### config.mk
export PLATFORM = sky130hd
export DESIGN_NAME = ram_arb_2h
export DESIGN_NICKNAME = d
export VERILOG_FILES = /design/src/rtl/ram_arb_2h.sv
export SDC_FILE = /design/constraint.sdc
export NUM_CORES = 1
export LEC_CHECK = 0
export CORE_AREA = 2 2 123 125
export CTS_CLUSTER_DIAMETER = 60
export DETAILED_ROUTE_END_ITERATION = 12
export DIE_AREA = 0 0 125 127
export DONT_BUFFER_PORTS = 1
export GPL_TIMING_DRIVEN = 0
export PLACE_DENSITY = 0.33
export SETUP_SLACK_MARGIN = 0.05
export SYNTH_ARGS = -nofsm -noshare
export SYNTH_HDL_FRONTEND = slang
export SYNTH_SLANG_ARGS = --single-unit
### constraint.sdc
create_clock -name clk_i -period 2.6 [get_ports clk_i]
set_clock_uncertainty 0.15 [all_clocks]
set_input_delay 0 -clock clk_i [delete_from_list [all_inputs] [get_ports clk_i]]
set_output_delay 0 -clock clk_i [all_outputs]
set_load 0.02 [all_outputs]
### src/rtl/ram_arb_2h.sv
// Two-host round-robin arbiter and address decoder in front of the single-port SRAM.
// Define RAM_ARB_STATS_EN to add saturating grant/conflict counters with a synchronous clear.
module ram_arb_2h #(
  parameter int unsigned Depth    = 128,
  parameter logic [31:0] BaseAddr = 32'h0010_0000
) (
  input  logic             clk_i,
  input  logic             rst_ni,
  input  logic [1:0]       h_req_i,
  input  logic [1:0]       h_we_i,
  input  logic [1:0][3:0]  h_be_i,
  input  logic [1:0][31:0] h_addr_i,
  input  logic [1:0][31:0] h_wdata_i,
  output logic [1:0]       h_gnt_o,
  output logic [1:0]       h_rvalid_o,
  output logic [1:0][31:0] h_rdata_o,
  output logic [1:0]       h_err_o,
  output logic             ram_req_o,
  output logic             ram_we_o,
  output logic [3:0]       ram_be_o,
  output logic [31:0]      ram_addr_o,
  output logic [31:0]      ram_wdata_o,
  input  logic             ram_rvalid_i,
  input  logic [31:0]      ram_rdata_i
`ifdef RAM_ARB_STATS_EN
  ,
  input  logic             stat_clr_i,
  output logic [31:0]      stat_gnt0_o,
  output logic [31:0]      stat_gnt1_o,
  output logic [15:0]      stat_conflict_o
`endif
);

  localparam logic [32:0] WindowBytes = 33'(Depth) * 33'd4;
  localparam logic [32:0] WindowLo    = {1'b0, BaseAddr};
  localparam logic [32:0] WindowHi    = WindowLo + WindowBytes;

  logic        last_q;
  logic        pend_q;
  logic        owner_q;
  logic        err_q;

  logic [1:0]  gnt;
  logic        any_gnt;
  logic        sel;
  logic [31:0] sel_addr;
  logic        in_range;
  logic        ram_go;
  logic        resp_ok;
  logic [31:0] resp_data;

  // last_q holds the most recent winner; on a conflict the other host goes first.
  always_comb begin
    gnt = 2'b00;
    case (h_req_i)
      2'b01:   gnt = 2'b01;
      2'b10:   gnt = 2'b10;
      2'b11:   gnt = last_q ? 2'b01 : 2'b10;
      default: gnt = 2'b00;
    endcase
  end

  assign any_gnt = |gnt;
  assign sel     = gnt[1];
  assign h_gnt_o = gnt;

  // 33-bit compare so a window touching the top of the address map cannot wrap.
  assign sel_addr = h_addr_i[sel];
  assign in_range = ({1'b0, sel_addr} >= WindowLo) && ({1'b0, sel_addr} < WindowHi);

  assign ram_go      = any_gnt & in_range & rst_ni;
  assign ram_req_o   = ram_go;
  assign ram_we_o    = ram_go & h_we_i[sel];
  assign ram_be_o    = ram_go ? h_be_i[sel]            : 4'h0;
  assign ram_addr_o  = ram_go ? (sel_addr - BaseAddr)  : 32'h0;
  assign ram_wdata_o = ram_go ? h_wdata_i[sel]         : 32'h0;

  always_ff @(posedge clk_i or negedge rst_ni) begin
    if (!rst_ni) begin
      last_q  <= 1'b1;
      pend_q  <= 1'b0;
      owner_q <= 1'b0;
      err_q   <= 1'b0;
    end else if (any_gnt) begin
      last_q  <= sel;
      pend_q  <= 1'b1;
      owner_q <= sel;
      err_q   <= ~in_range;
    end else begin
      pend_q  <= 1'b0;
    end
  end

  // Out-of-range requests complete locally without waiting on the RAM.
  assign resp_ok   = pend_q & (err_q | ram_rvalid_i);
  assign resp_data = (pend_q & ~err_q) ? ram_rdata_i : 32'h0;

  assign h_rvalid_o[0] = resp_ok & ~owner_q;
  assign h_rvalid_o[1] = resp_ok &  owner_q;
  assign h_err_o       = h_rvalid_o & {2{err_q}};
  assign h_rdata_o[0]  = owner_q ? 32'h0 : resp_data;
  assign h_rdata_o[1]  = owner_q ? resp_data : 32'h0;

`ifdef RAM_ARB_STATS_EN
  logic [31:0] gnt0_cnt_q;
  logic [31:0] gnt1_cnt_q;
  logic [15:0] conflict_cnt_q;

  // Saturating counters; a clear beats any increment in the same cycle.
  always_ff @(posedge clk_i or negedge rst_ni) begin
    if (!rst_ni) begin
      gnt0_cnt_q     <= '0;
      gnt1_cnt_q     <= '0;
      conflict_cnt_q <= '0;
    end else if (stat_clr_i) begin
      gnt0_cnt_q     <= '0;
      gnt1_cnt_q     <= '0;
      conflict_cnt_q <= '0;
    end else begin
      if (gnt[0] && (gnt0_cnt_q != '1)) gnt0_cnt_q <= gnt0_cnt_q + 32'd1;
      if (gnt[1] && (gnt1_cnt_q != '1)) gnt1_cnt_q <= gnt1_cnt_q + 32'd1;
      if ((&h_req_i) && (conflict_cnt_q != '1)) conflict_cnt_q <= conflict_cnt_q + 16'd1;
    end
  end

  assign stat_gnt0_o     = gnt0_cnt_q;
  assign stat_gnt1_o     = gnt1_cnt_q;
  assign stat_conflict_o = conflict_cnt_q;
`else
  // Statistics counters are not built in this configuration.
`endif

endmodule

==> flow_metrics.py <==
metrics = {
    "status": {
        "status": "finished, violations left",
        "violations": "negative setup slack",
    },
    "clock_network": {
        "cts_buffers": 3,
        "clk_pin_slew_worst_paths_ns": 0.03,
        "cts.sinks": 4,
        "clockBufferDepth": 2,
        "insertion_delay_ns": 0.23,
        "cts_tree": "built",
        "cts_max_level": 1,
        "cts_root_buffer": "clkbuf_16",
    },
    "power_and_ir_drop": {
        "p_switching_mw": 0.358,
        "leakage_nw": 1.51,
        "p_per_area_mw_per_mm2": 227,
        "switching_share": 0.449,
        "intPower_mw": 0.440,
        "max-vdd-ir-drop_uv": 158,
        "p_comb_frac": 0.589,
        "seqPwrFrac": 0.092,
        "power.clock.fraction": 0.319,
    },
    "floorplan": {
        "rows": 44,
        "io_pins": 315,
        "dieArea_mm2": 0.0159,
        "core_mm2": 0.0144,
        "dieHeight_um": 127,
        "die_w_um": 125,
        "start_util": 0.153,
    },
    "critical_path": {
        "crit_path_top_delay_cell": "dfstp_2",
        "r2r-start": "last_q",
        "required_ns": 2.45,
        "r2r_slack_ns": 0.06,
        "cp.arrival_ns": 2.84,
        "path_max_fanout": 10,
        "critPathBufInv": 4,
        "max_stage_delay_ns": 0.36,
        "cp_common_cell": "buf_12",
        "endpoint_kind": "output port",
        "reg2reg_to": "err_q",
        "cpLargestDelayFamily": "buffers and inverters",
        "worst-setup-path-type": "flop to output port",
        "startpoint_type": "flop",
        "reg2reg_depth": 12,
        "path_cells": "a21bo_1, buf_12, buf_12, mux2i_4, ha_2, nor3b_1, mux2_4, o221ai_4, nand3_4, buf_12, buf_6, nor3_4",
    },
    "synth": {
        "synth_seq_cells": 4,
        "synth_area_mm2": 0.00220,
        "yosysWarnings": 0,
        "synthCells": 288,
        "syn_area_per_cell_um2": 7.65,
        "seq_area_frac_synth": 0.0460,
        "yosysUniqueCellTypes": 33,
        "syn-num-nets": 465,
    },
    "route": {
        "wl_per_cell_um": 22.1,
        "dr.pass1.iters": 4,
        "drc_errors": 0,
        "drt_iter0_markers": 47,
        "vias": 2408,
        "drtAntennaViolNets": 0,
        "wl_um": 11000,
        "viasPerCell": 4.84,
    },
    "timing": {
        "finalMaxSlewViolations": 0,
        "setup_viol": 70,
        "timing.setup.tns_ns": -23.00,
        "fin_crit_ns": 2.99,
        "rsz0062_at_grt": "yes",
        "timing_hold_violations_final": 0,
        "fmax_mhz": 334,
        "finalCritPeriodShare": 1.15,
        "tightest_slew_ns": 1.22,
        "max-slew-margin-rel": 0.182,
        "fin_ws_ns": -0.390,
    },
    "global_route": {
        "track_usage": 0.127,
        "grt_max_degree": 11,
        "antenna_found_initial": 1,
        "grt-ovfl-total": 0,
        "grt_pass1_vias": 2543,
        "grt_pass1_wl_um": 15400,
    },
    "worst_hold_path": {
        "whs_path_depth": 2,
        "hold_end": "owner_q",
        "min_path_type": "primary input to flop",
        "min_from": "h_req_i[0]",
    },
    "flow_run": {
        "cap_violations": 0,
    },
    "final_layout": {
        "drive_gt1_frac": 0.372,
        "layout_commonest_cell": "nor3_4",
        "area_growth_pct": 59.9,
        "final_cell_mix": "69 x nor3_4, 65 x and2_1, 58 x mux2i_1, 12 x clkbuf_1, 11 x buf_6",
        "nets": 490,
        "final_cells": 498,
        "design_area_mm2": 0.00352,
        "post-route-util": 0.244,
    },
    "place": {
        "port_buffers": 0,
        "place_inst": 472,
        "place_area_mm2": 0.00275,
        "place_hpwl_um": 9380,
        "place.gp.congestion": 0.788,
    },
}
[flip-flops by register name, indices dropped and copies added, names as in the netlist]
| register | cells |
|---|---|
| last_q | 1 |
| pend_q | 1 |
| err_q | 1 |
| owner_q | 1 |
[cell type report]
class | instances | area [µm²]
Antenna cell | 2 | 5.00
Buffer | 28 | 287
Clock buffer | 4 | 78.8
Fill cell | 1560 | 10900
Inverter | 5 | 31.3
Multi-Input combinational cell | 251 | 2560
Sequential cell | 4 | 101
Tap cell | 184 | 230
Timing Repair Buffer | 19 | 224
Timing Repair inverter | 1 | 8.76
[cell usage after synthesis, drive strengths merged]
master / count / area [µm²]
mux2i: 59 / 591
clkbuf: 11 / 41.3
nor4: 8 / 50.1
o22a: 1 / 8.76
nand2b: 1 / 6.26
ha: 2 / 25.0
nand3: 2 / 10.0
a21bo: 1 / 10.0
nor2: 11 / 41.3
o31ai: 1 / 7.51
nand2: 8 / 30.0
xor2: 1 / 8.76
or3: 1 / 6.26
o21ai: 1 / 5.00
dfrtp: 3 / 75.1
nor3b: 2 / 15.0
or2: 1 / 6.26
mux2: 1 / 11.3
buf: 17 / 128
o221ai: 1 / 8.76
or4: 2 / 15.0
nand4b: 2 / 17.5
inv: 5 / 21.3
dfstp: 1 / 26.3
nand4: 3 / 18.8
a31o: 1 / 8.76
a22o: 1 / 8.76
and2: 65 / 407
nor3: 75 / 596
[stage by stage]
step           hold WS [ns]  total power [mW]  setup WS [ns]
2_1_floorplan        -0.446             0.364        -0.0692
3_3_place_gp         -0.445             0.425         -0.631
3_5_place_dp         -0.445             0.429         -0.627
4_1_cts              0.0123             0.803         -0.416
5_1_grt              0.0230             0.843         -0.471
6_report             0.0167             0.798         -0.390
[worst max-delay path by stage]
stage | from | cells after the start | end
after floorplan | last_q | 12 | ram_addr_o[12]
after global placement | last_q | 12 | ram_be_o[0]
after detailed placement | last_q | 12 | ram_be_o[0]
after CTS | last_q | 12 | ram_wdata_o[28]
after global routing | last_q | 12 | ram_wdata_o[0]
final | last_q | 12 | ram_wdata_o[0]
[repair_timing]
item,CTS,global route
cloned,2,1
hold endpoints to repair,8,0
hold buffers,6,0
buffers inserted,9,2
setup endpoints to repair,70,71
resized for setup,84,2
pin swaps,38,16
[power groups by stage]
stage | sequential [mW] | combinational, mW | clock (mW)
finish | 0.0733 | 0.470 | 0.255
global route | 0.0739 | 0.508 | 0.261
CTS | 0.0733 | 0.470 | 0.259
detailed placement | 0.0739 | 0.355 | 0
global placement | 0.0740 | 0.351 | 0
floorplan | 0.0721 | 0.292 | 0
[cells by family (layout without fill, tap and decap cells)]
kind of cell,Yosys count,after routing,share of synthesized area
AO/OA/AOI/OAI,7,7,0.0261
XOR/XNOR,1,1,0.00398
adder cells (fa/ha/maj),2,2,0.0114
buffers and inverters,33,57,0.0863
flip-flops,4,4,0.0460
multiplexers,60,60,0.273
other,0,2,0
AND/OR/NAND/NOR,181,181,0.553
[routing by layer]
metal | vias to the layer above | GRT usage | wire length, µm
met3 | 11 | 0.0226 | 886
li1 | 1085 | - | -
met4 | 0 | 0.0359 | 260
met2 | 191 | 0.261 | 6320
met1 | 1121 | 0.130 | 3530
met5 | - | 0 | 0
(Power assumes the default switching activity.)
